### config.mk
export PLATFORM = sky130hd
export DESIGN_NAME = axi_rd_arbiter
export DESIGN_NICKNAME = d
export VERILOG_FILES = /design/src/rtl/axi_rd_arbiter.sv
export SDC_FILE = /design/constraint.sdc
export NUM_CORES = 1
export LEC_CHECK = 0
export CORE_AREA = 2 2 103 105
export CTS_CLUSTER_SIZE = 20
export DETAILED_ROUTE_END_ITERATION = 6
export DIE_AREA = 0 0 105 107
export MAX_ROUTING_LAYER = met4
export PLACE_DENSITY = 0.74
export SLEW_MARGIN = 20
export SYNTH_ARGS = -nofsm -noshare
export SYNTH_HDL_FRONTEND = slang
export SYNTH_SLANG_ARGS = --single-unit
### constraint.sdc
create_clock -name ACLK -period 1.5 [get_ports ACLK]
set_input_delay 0.3 -clock ACLK [delete_from_list [all_inputs] [get_ports ACLK]]
set_output_delay 0.3 -clock ACLK [all_outputs]
set_load 0.05 [all_outputs]
### src/rtl/axi_rd_arbiter.sv
// Two-master AXI read-channel arbiter: one outstanding burst on the shared slave port at a time.
// Define ARB_RR_EN for round-robin arbitration; the default build gives M1 fixed priority over M0.
module axi_rd_arbiter #(
   parameter int ID_W   = 4,
   parameter int ADDR_W = 32,
   parameter int DATA_W = 32,
   parameter int LEN_W  = 4,
   parameter int SIZE_W = 3
) (
   input  logic              ACLK,
   input  logic              rst,

   input  logic [ID_W-1:0]   M0_ARID,
   input  logic [ADDR_W-1:0] M0_ARAddr,
   input  logic [LEN_W-1:0]  M0_ARLen,
   input  logic [SIZE_W-1:0] M0_ARSize,
   input  logic [1:0]        M0_ARBurst,
   input  logic              M0_ARValid,
   output logic              M0_ARReady,
   output logic [ID_W-1:0]   M0_RID,
   output logic [DATA_W-1:0] M0_RData,
   output logic [1:0]        M0_RResp,
   output logic              M0_RLast,
   output logic              M0_RValid,
   input  logic              M0_RReady,

   input  logic [ID_W-1:0]   M1_ARID,
   input  logic [ADDR_W-1:0] M1_ARAddr,
   input  logic [LEN_W-1:0]  M1_ARLen,
   input  logic [SIZE_W-1:0] M1_ARSize,
   input  logic [1:0]        M1_ARBurst,
   input  logic              M1_ARValid,
   output logic              M1_ARReady,
   output logic [ID_W-1:0]   M1_RID,
   output logic [DATA_W-1:0] M1_RData,
   output logic [1:0]        M1_RResp,
   output logic              M1_RLast,
   output logic              M1_RValid,
   input  logic              M1_RReady,

   output logic [ID_W-1:0]   S_ARID,
   output logic [ADDR_W-1:0] S_ARAddr,
   output logic [LEN_W-1:0]  S_ARLen,
   output logic [SIZE_W-1:0] S_ARSize,
   output logic [1:0]        S_ARBurst,
   output logic              S_ARValid,
   input  logic              S_ARReady,
   input  logic [ID_W-1:0]   S_RID,
   input  logic [DATA_W-1:0] S_RData,
   input  logic [1:0]        S_RResp,
   input  logic              S_RLast,
   input  logic              S_RValid,
   output logic              S_RReady,

   output logic              owner,
   output logic              busy,
   output logic              rlast_err
);

   localparam logic [1:0] ST_IDLE = 2'd0;
   localparam logic [1:0] ST_ADDR = 2'd1;
   localparam logic [1:0] ST_DATA = 2'd2;

   logic [1:0]       state;
   logic [LEN_W-1:0] beat_cnt;
   logic [LEN_W-1:0] len_q;
   logic             any_req;
   logic             grant_m1;
   logic             ar_hs;
   logic             r_hs;
   logic             len_err;

   assign any_req = M0_ARValid | M1_ARValid;

`ifdef ARB_RR_EN
   // On a tie the master that was not granted last time wins.
   always_comb begin
      if (M0_ARValid && M1_ARValid) grant_m1 = ~owner;
      else                          grant_m1 = M1_ARValid;
   end
`else
   assign grant_m1 = M1_ARValid;
`endif

   assign ar_hs = (state == ST_ADDR) && S_ARValid && S_ARReady;
   assign r_hs  = (state == ST_DATA) && S_RValid && S_RReady;

   // A beat is wrong if RLast disagrees with the beat index implied by the latched ARLen.
   assign len_err = r_hs && (S_RLast ? (beat_cnt != len_q) : (beat_cnt == len_q));

   // NOTE: sequential state uses non-blocking assignments so every register samples
   // pre-edge values regardless of statement order.
   always_ff @(posedge ACLK) begin
      if (rst) begin
         state     <= ST_IDLE;
         owner     <= 1'b0;
         beat_cnt  <= '0;
         len_q     <= '0;
         rlast_err <= 1'b0;
      end else begin
         rlast_err <= len_err;
         case (state)
            ST_IDLE: begin
               if (any_req) begin
                  owner    <= grant_m1;
                  len_q    <= grant_m1 ? M1_ARLen : M0_ARLen;
                  beat_cnt <= '0;
                  state    <= ST_ADDR;
               end
            end
            ST_ADDR: begin
               if (ar_hs) state <= ST_DATA;
            end
            ST_DATA: begin
               if (r_hs) begin
                  beat_cnt <= beat_cnt + LEN_W'(1);
                  if (S_RLast) state <= ST_IDLE;
               end
            end
            default: state <= ST_IDLE;
         endcase
      end
   end

   assign busy = (state != ST_IDLE);

   // NOTE: every output driven here gets a default first so no path leaves one
   // unassigned, which would otherwise infer a latch.
   always_comb begin
      S_ARID     = '0;
      S_ARAddr   = '0;
      S_ARLen    = '0;
      S_ARSize   = '0;
      S_ARBurst  = '0;
      S_ARValid  = 1'b0;
      M0_ARReady = 1'b0;
      M1_ARReady = 1'b0;
      S_RReady   = 1'b0;
      M0_RValid  = 1'b0;
      M1_RValid  = 1'b0;

      if (state == ST_ADDR) begin
         if (owner) begin
            S_ARID     = M1_ARID;
            S_ARAddr   = M1_ARAddr;
            S_ARLen    = M1_ARLen;
            S_ARSize   = M1_ARSize;
            S_ARBurst  = M1_ARBurst;
            S_ARValid  = M1_ARValid;
            M1_ARReady = S_ARReady;
         end else begin
            S_ARID     = M0_ARID;
            S_ARAddr   = M0_ARAddr;
            S_ARLen    = M0_ARLen;
            S_ARSize   = M0_ARSize;
            S_ARBurst  = M0_ARBurst;
            S_ARValid  = M0_ARValid;
            M0_ARReady = S_ARReady;
         end
      end

      if (state == ST_DATA) begin
         if (owner) begin
            M1_RValid = S_RValid;
            S_RReady  = M1_RReady;
         end else begin
            M0_RValid = S_RValid;
            S_RReady  = M0_RReady;
         end
      end
   end

   // R payload is broadcast; only RValid tells a master the beat is its own.
   assign M0_RID   = S_RID;
   assign M0_RData = S_RData;
   assign M0_RResp = S_RResp;
   assign M0_RLast = S_RLast;
   assign M1_RID   = S_RID;
   assign M1_RData = S_RData;
   assign M1_RResp = S_RResp;
   assign M1_RLast = S_RLast;

endmodule

==> impl_metrics.json, run 1 <==
{
  "routed_via_density": 4.45,
  "setup_viol": 55,
  "syn_to_final_growth_pct": 170,
  "slew_headroom_pct": 60.8,
  "wire_per_inst_um": 15.9,
  "hp-class": "reg -> reg",
  "max_freq_mhz": 579,
  "fp.coreArea_um2": 10100,
  "p_int_mw": 1.87,
  "synth-async-reset-ratio_pct": 0,
  "syn-num-nets": 397,
  "cts.sinks": 12,
  "synth_edf_count": 0,
  "clock_latency_ns": 0.25,
  "clockPowerShare_pct": 9.9,
  "ff2ff_setup_slack_ns": -0.04,
  "synthTopCellsByCount": "buf_4, nor2_1, mux2i_1",
  "slew_viol_final": 0,
  "grt_max_degree": 16,
  "cts_buffers": 3,
  "synth-seq-area-share_pct": 12.3,
  "netlist_instances": 259,
  "synth-seq-cells": 12,
  "drt_iter0_drc": 64,
  "critPathMaxFanout": 8,
  "placed_cells": 491,
  "cp.required_ns": 1.20,
  "cts_tree": "done",
  "io_buffers": 154,
  "pwr-share-seq_pct": 11.2,
  "n_fill_cell": 892,
  "place_area_um2": 4220,
  "reg2reg_to": "beat_cnt[3]",
  "synth_ff_type": "dfxtp_1",
  "startpoint": "owner",
  "post-synth-top-count-cell": "buf_4",
  "setup_ws_ns": -0.228,
  "start_kind": "flop",
  "yosysTopAreaCellShare_pct": 30.3,
  "switching_share_pct": 41.3,
  "r2r_start": "state[0]",
  "max-vdd-ir-drop_mv": 0.273,
  "cts_buffer_depth": 2,
  "critPathKind": "reg -> out",
  "max_cap_viol_count": 0,
  "setup_tns_ns": -9.80,
  "rr_worst_depth": 5,
  "clock_skew_ns": 0.00376,
  "drive_gt1_share_pct": 59.5,
  "timing.hold.ws_ns": 0.541,
  "dieWidth_um": 105,
  "leakagePower_nw": 1.86,
  "hold_viol": 0,
  "max_stage_delay_ns": 0.36,
  "clk_pin_slew_ns": 0.06,
  "die_area_um2": 11200,
  "critPathSlowestCell": "dfxtp_4",
  "status": "finished with violations",
  "die_h_um": 107,
  "diodes": 0,
  "drtPass1Iterations": 4,
  "grt_pass1_vias": 2488,
  "period_minus_slack_ns": 1.73,
  "instances_no_fill": 521,
  "syn_area_um2": 1960,
  "finalCritPeriodShare_pct": 115,
  "grt_first_pass_wirelength_mm": 12.5,
  "crit_buf_inv": 3,
  "tightest_slew_ns": 0.582,
  "ys_types": 31,
  "critPathTopFamily": "buffers and inverters",
  "violations": "negative setup slack",
  "critPathCaptureType": "output pin",
  "via_count": 2316,
  "hold_start": "len_q[2]",
  "cp_common_cell": "buf_12",
  "place_congestion": 0.864,
  "hpwlAfterDp_mm": 5.76,
  "p_switching_mw": 1.32,
  "dp_slack_ns": -0.247,
  "whs_path_depth": 2,
  "grt_usage_pct": 14.2,
  "rsz0062_at_grt": "yes",
  "wl_mm": 8.31,
  "htree_levels": 1,
  "drc": 0,
  "yosysTopAreaCell": "buf_4",
  "rows": 37,
  "ios": 269,
  "holdPathEnd": "len_q[2]",
  "synth_area_per_cell_um2": 7.56,
  "arrival_ns": 1.43,
  "finish.instance_area_um2": 5280,
  "synth.area.top_cells": "buf_4, mux2i_1, dfxtp_1",
  "grt.overflow.total": 0,
  "yosys_warnings": 0,
  "num-nets-final": 524,
  "postRouteAntennaNets": 0,
  "pwr-share-comb_pct": 78.9,
  "antenna_found_initial": 0,
  "crit_chain": "buf_12 -> buf_16 -> mux2i_2 -> nor2_4 -> buf_12",
  "power.density_nw_per_um2": 604,
  "cts_root_buf": "clkbuf_8",
  "initial_core_util_pct": 19.4
}
power groups by stage:
| stage | logic (mW) | clock network (mW) | registers [mW] |
|---|---|---|---|
| 2_1_floorplan | 1.54 | 0 | 0.367 |
| 3_5_place_dp | 1.95 | 0 | 0.372 |
| 4_1_cts | 2.38 | 0.325 | 0.355 |
| 6_report | 2.52 | 0.317 | 0.356 |
| 3_3_place_gp | 1.93 | 0 | 0.371 |
| 5_1_grt | 2.62 | 0.334 | 0.358 |
layout by cell type, fill, tap and decap left out, drive strengths merged, types with 2 or more instances in the layout:
| cell | count |
|---|---|
| nand3 | 2 |
| and2 | 2 |
| nand3b | 2 |
| nand2 | 2 |
| or4 | 2 |
| nor2 | 52 |
| clkdlybuf4s50 | 97 |
| a21oi | 8 |
| nand4 | 2 |
| buf | 115 |
| clkbuf | 4 |
| nand2b | 2 |
| xor2 | 4 |
| dfxtp | 12 |
| a211oi | 4 |
| a31oi | 3 |
| mux2 | 2 |
| nor2b | 2 |
| o21ai | 2 |
| o221ai | 4 |
| mux2i | 51 |
| nand4b | 2 |
worst max-delay path by stage:
stage,depth (start not counted),endpoint,slack (ns)
2_1_floorplan,4,S_ARAddr[0],-0.02
3_3_place_gp,4,beat_cnt[3],-0.23
4_1_cts,5,S_ARAddr[19],-0.23
5_1_grt,5,S_ARSize[2],-0.28
3_5_place_dp,4,beat_cnt[3],-0.25
6_report,5,S_ARAddr[15],-0.23
repair_timing:
action / CTS / global route
gates cloned: 4 / 0
pin swaps: 19 / 24
hold buffers: 0 / 0
setup buffers: 9 / 13
setup endpoints to repair: 55 / 59
gates resized for setup: 102 / 30
routing by layer:
metal,global-route usage [%],vias to the layer above,part of all wire (%)
li1,-,1080,-
met1,14.2,1094,32
met2,27.0,110,59
met3,2.31,32,5.6
met4,6.86,0,3.6
met5,-,-,0
stage by stage:
step                      utilization [%]  power (mW)
after global placement               41.8        2.30
after global routing                 52.3        3.31
after CTS                            49.6        3.06
final                                52.3        3.19
after detailed placement             41.8        2.32
after floorplan                         -        1.91
flip-flops by register name, indices dropped and copies added (netlist names):
name / cells
len_q: 4
beat_cnt: 4
rlast_err: 1
state: 2
owner: 1
kinds of logic (layout without fill, tap and decap cells):
kind of cell / count (synthesis) / in the layout / synth area share [%]
XOR/XNOR: 4 / 4 / 1.79
adder cells (fa/ha/maj): 1 / 1 / 0.639
AO/OA/AOI/OAI: 22 / 22 / 7.28
flip-flops: 12 / 12 / 12.3
buffers and inverters: 92 / 218 / 33.0
AND/OR/NAND/NOR: 75 / 75 / 17.6
multiplexers: 53 / 53 / 27.4
layout make-up:
class	instances	area, um^2	share of cell area [%]
repair buffers	213	2800	52.9
multi-input cells	155	2020	38.2
well taps	136	170	3.22
clock buffers	4	45.0	0.853
flip-flops and latches	12	249	4.71
inverters	1	6.26	0.118
tightest hold or removal path, stage by stage (launching register included):
cell and delay, ns:
dfxtp_1 0.32, a21oi_1 0.12, a211oi_1 0.06
Note: power is estimated with default switching activity, not from simulation.
==> run 2, diff against run 1 <==
--- a/config.mk
+++ b/config.mk
@@ -5,6 +5,7 @@
 export SDC_FILE = /design/constraint.sdc
 export NUM_CORES = 1
 export LEC_CHECK = 0
+export CAP_MARGIN = 20
 export CORE_AREA = 2 2 103 105
 export CTS_CLUSTER_SIZE = 20
 export DETAILED_ROUTE_END_ITERATION = 6
==> results of run 2 <==
Final layout, timing and power as in run 1 (identical DEF).
